$ cat src/rtl/psum_collector_if.sv
// Capture-side and stream-side signals of the psum collector.
// "master" drives captures and consumes the stream; "slave" is the collector.
interface psum_collector_if #(
  parameter int col     = 8,
  parameter int bw_psum = 20,
  parameter int depth   = 4
);
  logic                         cap_valid;
  logic [bw_psum*col-1:0]       out_in;
  logic [bw_psum+3:0]           sum_in;
  logic [bw_psum+3:0]           tx_data;
  logic                         tx_valid;
  logic                         tx_ready;
  logic                         tx_last;
  logic [$clog2(depth):0]       level;
  logic                         overflow;
  logic                         clr_ovf;

  modport master (
    output cap_valid, out_in, sum_in, tx_ready, clr_ovf,
    input  tx_data, tx_valid, tx_last, level, overflow
  );

  modport slave (
    input  cap_valid, out_in, sum_in, tx_ready, clr_ovf,
    output tx_data, tx_valid, tx_last, level, overflow
  );
endinterface

$ cat src/rtl/psum_collector.sv
// Row FIFO for captured psum rows, serialised one sign-extended word per beat.
// `define PSUM_COLLECTOR_SUM_BEAT_EN adds the stored sum word as a final beat of each row.
module psum_collector #(
  parameter int col     = 8,
  parameter int bw_psum = 20,
  parameter int depth   = 4
) (
  input  logic             clk,
  input  logic             reset,
  psum_collector_if.slave  bus
);
  localparam int AW = (depth > 1) ? $clog2(depth) : 1;
  localparam int LW = AW + 1;
  localparam int SW = bw_psum + 4;
  localparam int RW = bw_psum * col;
`ifdef PSUM_COLLECTOR_SUM_BEAT_EN
  localparam int B = col + 1;
`else
  localparam int B = col;
`endif
  localparam int BTW = (B > 1) ? $clog2(B) : 1;
  localparam logic [LW-1:0]  DEPTH_L   = LW'(depth);
  localparam logic [BTW-1:0] LAST_BEAT = BTW'(B - 1);

  function automatic logic signed [SW-1:0] sext(input logic signed [bw_psum-1:0] v);
    return {{4{v[bw_psum-1]}}, v};
  endfunction

  logic [RW-1:0]         row_mem [depth];
  logic [AW-1:0]         wr_ptr_q, wr_ptr_d;
  logic [AW-1:0]         rd_ptr_q, rd_ptr_d;
  logic [LW-1:0]         cnt_q, cnt_d;
  logic [BTW-1:0]        beat_q, beat_d;
  logic                  ovf_q, ovf_d;
  logic                  vld, last_beat, fire, pop, push, drop;
  logic signed [SW-1:0]  head_word;

  assign vld       = (cnt_q != '0);
  assign last_beat = (beat_q == LAST_BEAT);
  assign fire      = vld & bus.tx_ready;
  assign pop       = fire & last_beat;
  // A full FIFO still accepts a row when the head row leaves on the same edge.
  assign push      = bus.cap_valid & ((cnt_q < DEPTH_L) | pop);
  assign drop      = bus.cap_valid & ~push;

  always_ff @(posedge clk) begin
    if (push) row_mem[wr_ptr_q] <= bus.out_in;
  end

`ifdef PSUM_COLLECTOR_SUM_BEAT_EN
  logic [SW-1:0] sum_mem [depth];

  always_ff @(posedge clk) begin
    if (push) sum_mem[wr_ptr_q] <= bus.sum_in;
  end
`else
  logic unused_sum;
  assign unused_sum = ^bus.sum_in;
`endif

  always_comb begin
    head_word = '0;
    for (int k = 0; k < col; k++) begin
      if (beat_q == BTW'(k)) head_word = sext(row_mem[rd_ptr_q][k*bw_psum +: bw_psum]);
    end
`ifdef PSUM_COLLECTOR_SUM_BEAT_EN
    if (last_beat) head_word = sum_mem[rd_ptr_q];
`endif
  end

  assign bus.tx_data  = vld ? head_word : '0;
  assign bus.tx_valid = vld;
  assign bus.tx_last  = vld & last_beat;
  assign bus.level    = cnt_q;
  assign bus.overflow = ovf_q;

  always_comb begin
    wr_ptr_d = wr_ptr_q;
    rd_ptr_d = rd_ptr_q;
    cnt_d    = cnt_q;
    beat_d   = beat_q;
    ovf_d    = ovf_q;
    if (fire) beat_d = last_beat ? '0 : beat_q + BTW'(1);
    if (push) wr_ptr_d = wr_ptr_q + AW'(1);
    if (pop)  rd_ptr_d = rd_ptr_q + AW'(1);
    case ({push, pop})
      2'b10:   cnt_d = cnt_q + LW'(1);
      2'b01:   cnt_d = cnt_q - LW'(1);
      default: cnt_d = cnt_q;
    endcase
    // A drop in the same cycle as a clear leaves the flag set.
    if (bus.clr_ovf) ovf_d = 1'b0;
    if (drop)        ovf_d = 1'b1;
  end

  always_ff @(posedge clk or negedge reset) begin
    if (!reset) begin
      wr_ptr_q <= '0;
      rd_ptr_q <= '0;
      cnt_q    <= '0;
      beat_q   <= '0;
      ovf_q    <= 1'b0;
    end else begin
      wr_ptr_q <= wr_ptr_d;
      rd_ptr_q <= rd_ptr_d;
      cnt_q    <= cnt_d;
      beat_q   <= beat_d;
      ovf_q    <= ovf_d;
    end
  end
endmodule

$ cat src/flat_wrapper.sv
// flat-port wrapper written by rule: the top's interface ports become plain ports
module psum_collector_flat 
#(
  parameter int col     = 8,
  parameter int bw_psum = 20,
  parameter int depth   = 4
)
  (clk, reset, bus_cap_valid, bus_out_in, bus_sum_in, bus_tx_ready, bus_clr_ovf, bus_tx_data, bus_tx_valid, bus_tx_last, bus_level, bus_overflow);
  psum_collector_if #(.col(col), .bw_psum(bw_psum), .depth(depth)) bus_i ();
  input  logic clk;
  input  logic reset;
  input wire logic [$bits(bus_i.cap_valid)-1:0] bus_cap_valid;
  input wire logic [$bits(bus_i.out_in)-1:0] bus_out_in;
  input wire logic [$bits(bus_i.sum_in)-1:0] bus_sum_in;
  input wire logic [$bits(bus_i.tx_ready)-1:0] bus_tx_ready;
  input wire logic [$bits(bus_i.clr_ovf)-1:0] bus_clr_ovf;
  output wire logic [$bits(bus_i.tx_data)-1:0] bus_tx_data;
  output wire logic [$bits(bus_i.tx_valid)-1:0] bus_tx_valid;
  output wire logic [$bits(bus_i.tx_last)-1:0] bus_tx_last;
  output wire logic [$bits(bus_i.level)-1:0] bus_level;
  output wire logic [$bits(bus_i.overflow)-1:0] bus_overflow;
  assign bus_i.cap_valid = bus_cap_valid;
  assign bus_i.out_in = bus_out_in;
  assign bus_i.sum_in = bus_sum_in;
  assign bus_i.tx_ready = bus_tx_ready;
  assign bus_i.clr_ovf = bus_clr_ovf;
  assign bus_tx_data = bus_i.tx_data;
  assign bus_tx_valid = bus_i.tx_valid;
  assign bus_tx_last = bus_i.tx_last;
  assign bus_level = bus_i.level;
  assign bus_overflow = bus_i.overflow;
  psum_collector #(.col(col), .bw_psum(bw_psum), .depth(depth)) u_core (.clk(clk), .reset(reset), .bus(bus_i));
endmodule
$ cat config.mk
export PLATFORM = sky130hd
export DESIGN_NAME = psum_collector_flat
export DESIGN_NICKNAME = d
export VERILOG_FILES = /design/src/rtl/psum_collector_if.sv /design/src/rtl/psum_collector.sv /design/src/flat_wrapper.sv
export SDC_FILE = /design/constraint.sdc
export NUM_CORES = 1
export LEC_CHECK = 0
export BUFFER_PORTS_ARGS = -buffer_cell sky130_fd_sc_hd__buf_4
export CORE_MARGIN = 1.5
export CORE_UTILIZATION = 32
export CTS_BUF_LIST = sky130_fd_sc_hd__clkbuf_8
export CTS_CLUSTER_DIAMETER = 60
export DETAILED_ROUTE_END_ITERATION = 10
export PLACE_DENSITY = 0.46
export SLEW_MARGIN = 20
export SYNTH_ARGS = -nofsm -noshare
export SYNTH_HDL_FRONTEND = slang
export SYNTH_SLANG_ARGS = --single-unit
$ cat constraint.sdc
create_clock -name clk -period 8.05 [get_ports clk]
set_input_delay 0.805 -clock clk [delete_from_list [all_inputs] [get_ports clk]]
set_output_delay 0.805 -clock clk [all_outputs]
set_load 0.03 [all_outputs]
Yosys cells after proc, flatten, opt, wreduce, memory -nomap -nowiden:

Memories as Yosys holds them, arrays and structs flattened.
Cells that the tools add are included.

* bits in registers: 11
* bits in writable memories: 640
* input bits: 189
* output and inout bits: 30
* logic and storage cells: 47
* memories kept: 1

* add/subtract/negate cells: 5
* magnitude comparators: 1
* eq/ne operators: 9
* multiplexer cells: 15
* bitwise gates (word level): 7
* reductions and logical operators: 4

Memories
* u_core.row_mem: words 4, bits a word 160, read ports 1, clocked after memory_dff 0, write ports 1, line psum_collector.sv:29 `logic [RW-1:0] row_mem [depth];`

Operators with widths (number)
* two-way mux 24 bit: 9
* equality test 3 bit (second input constant): 4
* adder 3 x 1 -> 3 bit (second input constant): 2
* equality test 3 x 2 -> 1 bit (second input constant): 2
* case mux 3 bit (2 select lines): 1
* bitwise AND 1 bit: 5
* adder 2 x 1 -> 2 bit (second input constant): 2
* two-way mux 1 bit: 4
* nonzero test 2 bit: 2
* equality test 3 x 1 -> 1 bit (second input constant): 1
* logical NOT 3 bit: 1
* < comparator 3 bit (second input constant): 1
* two-way mux 3 bit: 1
* nonzero test 3 bit: 1
* subtractor 3 x 1 -> 3 bit (second input constant): 1
* equality test 2 x 1 -> 1 bit (second input constant): 1
* equality test 2 bit (second input constant): 1
* NOT 1 bit: 1
* OR 1 bit: 1

Depth between registers and ports, before layout:

* depth in word-level cells: 10
* mapped depth: 10
* gate-level depth less buffers: 10

Worst setup path after synthesis:

OpenSTA, ideal clock, no wires.

* path kind: register to register
* start: register u_core.beat_q[0]
* end: memory u_core.row_mem[0][0] (netlist name) (enable)
* arrival time: 4.927 ns
* path slack: 2.584 ns
* cell stages (with the launch flop): 6
* path buffers: 0
* cells stage by stage: dfrtp_1 > ha_1 > ha_1 > nand2_1 > a21boi_1 > and2_1

* cells in the longest elaborated chain, start to end: 6

RTL lines
* start: declaration: line psum_collector.sv:33 `logic [BTW-1:0] beat_q, beat_d;`
* start signal: assignment: line psum_collector.sv:107 `beat_q <= beat_d;`
* equality test 3 bit: line psum_collector.sv:39 `assign last_beat = (beat_q == LAST_BEAT);`
* bitwise AND 1 bit: line psum_collector.sv:41 `assign pop = fire & last_beat;`
* OR 1 bit: line psum_collector.sv:43 `assign push = bus.cap_valid & ((cnt_q < DEPTH_L) | pop);`
* bitwise AND 1 bit: line psum_collector.sv:43
* two-way mux 1 bit: line psum_collector.sv:47 `if (push) row_mem[wr_ptr_q] <= bus.out_in;`
* two-way mux 1 bit (implied by the code): line psum_collector.sv:47
* end: declaration: line psum_collector.sv:29

No other way between the ends.

Final worst setup path:

* start: register u_core.rd_ptr_q[0]
* end: output port bus_tx_data[0]

* cells in the longest elaborated chain, start to end: 10

RTL lines
* start: declaration: line psum_collector.sv:31 `logic [AW-1:0] rd_ptr_q, rd_ptr_d;`
* start signal: assignment: line psum_collector.sv:105 `rd_ptr_q <= rd_ptr_d;`
* memory read (4 x 160 bit) *
* two-way mux 24 bit (7 in a row): line psum_collector.sv:64 `if (beat_q == BTW'(k)) head_word = sext(row_mem[rd_ptr_q][k*bw_psum +: bw_psum]);`
* two-way mux 24 bit *: line psum_collector.sv:64
* two-way mux 24 bit *: line psum_collector.sv:71 `assign bus.tx_data = vld ? head_word : '0;`
* end: declaration: line flat_wrapper.sv:17 `output wire logic [$bits(bus_i.tx_data)-1:0] bus_tx_data;`

Every way passes the cells marked *; elsewhere a longest branch is shown, timed or not.

==> results.toml <==
[die]
rows = 102
core-area_um2 = 77700
start_util_pct = 32.4
die_height_um = 284
pin_count = 219
die_area_um2 = 80400
fp.dieW_um = 284

[cells_and_area]
num_antenna_cells = 0
area_growth_syn_to_layout_pct = 17.8
regArea_um2 = 19500
post_route_cells_drive_above_1_share_pct = 34.2
utilization_pct = 38.2
nNetsFinal = 1587
multi_input_area_um2 = 5260
nFillCells = 7096
final_cell_area_um2 = 29700

[power_and_ir_drop]
p_sw_share_pct = 33.7
power_per_cell_area_nw_per_um2 = 353
switchingPower_w = 0.00353
worst_ir_drop_vdd_mv = 0.339
comb_power_share_pct = 32.7
p_int_w = 0.00694
p_leak_nw = 9.80
clockPowerShare_pct = 24.4
power_frac_seq_pct = 42.9

[global_route]
first_global_vias = 13500
grt_first_pass_wirelength_um = 92800
grt_usage_pct = 15.9
grt_start_max_net_pins = 95
gr-total-overflow = 0
antenna_found_initial = 9

[cts]
clkLatencyLatePin_ns = 0.69
clkTransAtPathRegs_ns = 0.06
cts_max_path_buffers = 3
clock_sink_count = 651
ctsResizeCount = 0
htree_levels = 3
cts_root_buf = "clkbuf_8"
cts_tree = "yes"
cts_buffers = 107

[drt]
dr.pass1.iters = 5
wirelength_um = 63800
wl_per_cell_um = 25.5
viasPerCell = 4.91
drc = 0
drtIter0Drc = 760
final_antenna_net_count = 0
vias = 12300

[placed_design]
place_ws_ns = 3.72
hpwlAfterDp_um = 37600
routabilityCongestion = 0.753
place_area_um2 = 27800
port_buffers = 194

[worst_setup_path]
worst_path_max_delay_cell = "a2111oi_1"
max_stage_delay_ns = 0.70
path_class = "register to primary output"
crit_chain = "buf_12 > mux4_1 > a22o_1 > a2111oi_1 > o31ai_1 > buf_4"
end_kind = "primary output"
cp_data_required_time_ns = 7.24
crit_path_start_kind = "register"
cp_max_fo = 87
arrival_ns = 4.14

[yosys]
yosysTopAreaCell = "edfxtp_1"
ys_seq_area_share_pct = 77.4
syn_area_um2 = 25200
syn_avg_cell_area_um2 = 22.4
yosys_warnings = 0
ys_seq_elements = 651
syn_nets = 1324
synth_cell_types = 41
synth_cells = 1123
yosysTopAreaCellShare_pct = 76.3
ys_top_cells_by_area = "edfxtp_1 (76%), mux4_2 (12%), mux2i_1 (1.6%)"

[sta]
hold_violations = 0
setup-tns-final_ns = 0
fin_crit_sh_pct = 61.4
setup_violations = 0
relSlewSlack_pct = 35.4
slew_viol_final = 0
rsz0062_at_grt = "false"
clock_skew_ns = 0.0332
setup_ws_ns = 3.11
worst_pin_slew_ns = 0.969
max_clock_freq_ghz = 0.202
layout_min_cycle_time_ns = 4.94

[worst_hold_path]
hold_path.class = "input port to register"

[status]
status = "completed"

[flow_run]
maxCapViolCount = 0
-- flip-flops by register name, summed over array words and instances, names as in the netlist --
signal / cells
u_core.bus.overflow: 1
u_core.beat_q: 3
u_core.rd_ptr_q: 2
u_core.bus.level: 3
u_core.wr_ptr_q: 2
u_core.row_mem: 640
-- Yosys cell counts --
| master | number |
|---|---|
| buf_4 | 12 |
| o31ai_1 | 20 |
| a2111oi_2 | 9 |
| xnor2_1 | 5 |
| a21boi_1 | 1 |
| nand3_1 | 2 |
| inv_1 | 8 |
| a22o_1 | 40 |
| mux4_1 | 3 |
| and3b_1 | 1 |
| inv_2 | 1 |
| nor2_1 | 2 |
| clkbuf_1 | 33 |
| o21ai_1 | 1 |
| mux4_2 | 137 |
| a211oi_1 | 1 |
| dfrtp_1 | 11 |
| a22oi_1 | 20 |
| and2_1 | 7 |
| buf_8 | 2 |
| a2111oi_1 | 11 |
| o22ai_1 | 40 |
| buf_2 | 10 |
| nor3b_1 | 1 |
| or3b_1 | 1 |
| buf_12 | 2 |
| mux2i_1 | 40 |
| nor4b_1 | 1 |
| edfxtp_1 | 640 |
| a21o_1 | 1 |
| xor2_1 | 1 |
| nand3b_1 | 1 |
| fa_1 | 1 |
| mux2_2 | 1 |
| ha_1 | 11 |
| buf_6 | 8 |
| nand2b_1 | 1 |
| o21ai_0 | 23 |
| nand2_1 | 9 |
| buf_1 | 2 |
| nor3_1 | 2 |
-- cell families (layout without fill, tap and decap cells) --
logic type / after synthesis / after routing / synth area share [%]
flops: 651 / 651 / 77.4
xor+xnor: 6 / 6 / 0.209
simple gates: 28 / 28 / 0.606
buf+inv: 78 / 420 / 1.85
compound gates: 167 / 167 / 5.12
mux: 181 / 181 / 14.2
fa+ha+maj: 12 / 12 / 0.626
-- worst max-delay path, delay by kind of cell, from the launching register on --
kind | cells | cell delay (ns)
flops | 1 | 0.67
buf+inv | 2 | 0.80
mux | 1 | 0.69
compound gates | 3 | 1.20
-- what timing repair did --
| action | CTS | global route |
|---|---|---|
| hold endpoints to repair | 11 | 0 |
| buffers inserted | 0 | 0 |
| hold buffers | 1 | 0 |
-- power by group through the flow --
stage	Combinational [W]	Clock [W]	Sequential [W]
global route	0.00368	0.00279	0.00454
finish	0.00342	0.00255	0.00449
CTS	0.00355	0.00265	0.00450
global placement	0.00353	0	0.00454
detailed placement	0.00354	0	0.00457
floorplan	0.00236	0	0.00454
-- metal layers --
layer / global-route usage, % / vias up / part of all wire (%)
li1: - / 5359 / -
met1: 20.2 / 6456 / 42
met3: 4.60 / 133 / 6.0
met5: 0 / - / 0.18
met4: 4.84 / 18 / 2.8
met2: 26.4 / 336 / 49
-- per-stage QoR --
| step | power, W | hold WS [ns] | cells |
|---|---|---|---|
| floorplan | 0.00690 | 0.499 | 1123 |
| global placement | 0.00807 | 0.508 | 2316 |
| detailed placement | 0.00810 | 0.505 | 2316 |
| CTS | 0.0107 | 0.219 | 2505 |
| global route | 0.0110 | 0.223 | 2505 |
| finish | 0.0105 | 0.296 | 2505 |
-- layout make-up --
| cell class | instances | area share, % |
|---|---|---|
| clock buffer | 114 | 5.29 |
| inverter | 9 | 0.114 |
| multi-input combinational | 394 | 17.7 |
| sequential | 651 | 65.7 |
| tap | 1040 | 4.39 |
| clock inverter | 74 | 0.974 |
| timing repair buffer | 223 | 5.78 |
-- cells in the final DEF, fill, tap and decap left out, drive strengths merged --
| master | Yosys | layout |
|---|---|---|
| a2111oi | 20 | 20 |
| a211oi | 1 | 1 |
| a21boi | 1 | 1 |
| a21o | 1 | 1 |
| a22o | 40 | 40 |
| a22oi | 20 | 20 |
| and2 | 7 | 7 |
| and3b | 1 | 1 |
| buf | 36 | 222 |
| clkbuf | 33 | 114 |
| clkinv | 0 | 19 |
| dfrtp | 11 | 11 |
| dlygate4sd3 | 0 | 1 |
| edfxtp | 640 | 640 |
| fa | 1 | 1 |
| ha | 11 | 11 |
| inv | 9 | 64 |
| mux2 | 1 | 1 |
| mux2i | 40 | 40 |
| mux4 | 140 | 140 |
| nand2 | 9 | 9 |
| nand2b | 1 | 1 |
| nand3 | 2 | 2 |
| nand3b | 1 | 1 |
| nor2 | 2 | 2 |
| nor3 | 2 | 2 |
| nor3b | 1 | 1 |
| nor4b | 1 | 1 |
| o21ai | 24 | 24 |
| o22ai | 40 | 40 |
| o31ai | 20 | 20 |
| or3b | 1 | 1 |
| xnor2 | 5 | 5 |
| xor2 | 1 | 1 |
-- final timing paths --
| kind | from | to | slack, ns | cells past startpoint |
|---|---|---|---|---|
| worst max-delay path | u_core.rd_ptr_q[0] | bus_tx_data[0] | 3.11 | 6 |
| worst min-delay path | bus_clr_ovf | u_core.bus.overflow | 0.30 | 2 |
| worst max register to register | u_core.beat_q[2] | u_core.row_mem[0][105] | 4.07 | 6 |
| worst min register to register | u_core.bus.overflow | u_core.bus.overflow | 0.51 | 2 |
| max in group asynchronous | reset | u_core.rd_ptr_q[0] | 7.32 | 2 |
| min in group asynchronous | reset | u_core.bus.overflow | 0.51 | 2 |
No activity file was read; power rests on OpenSTA's default activity.
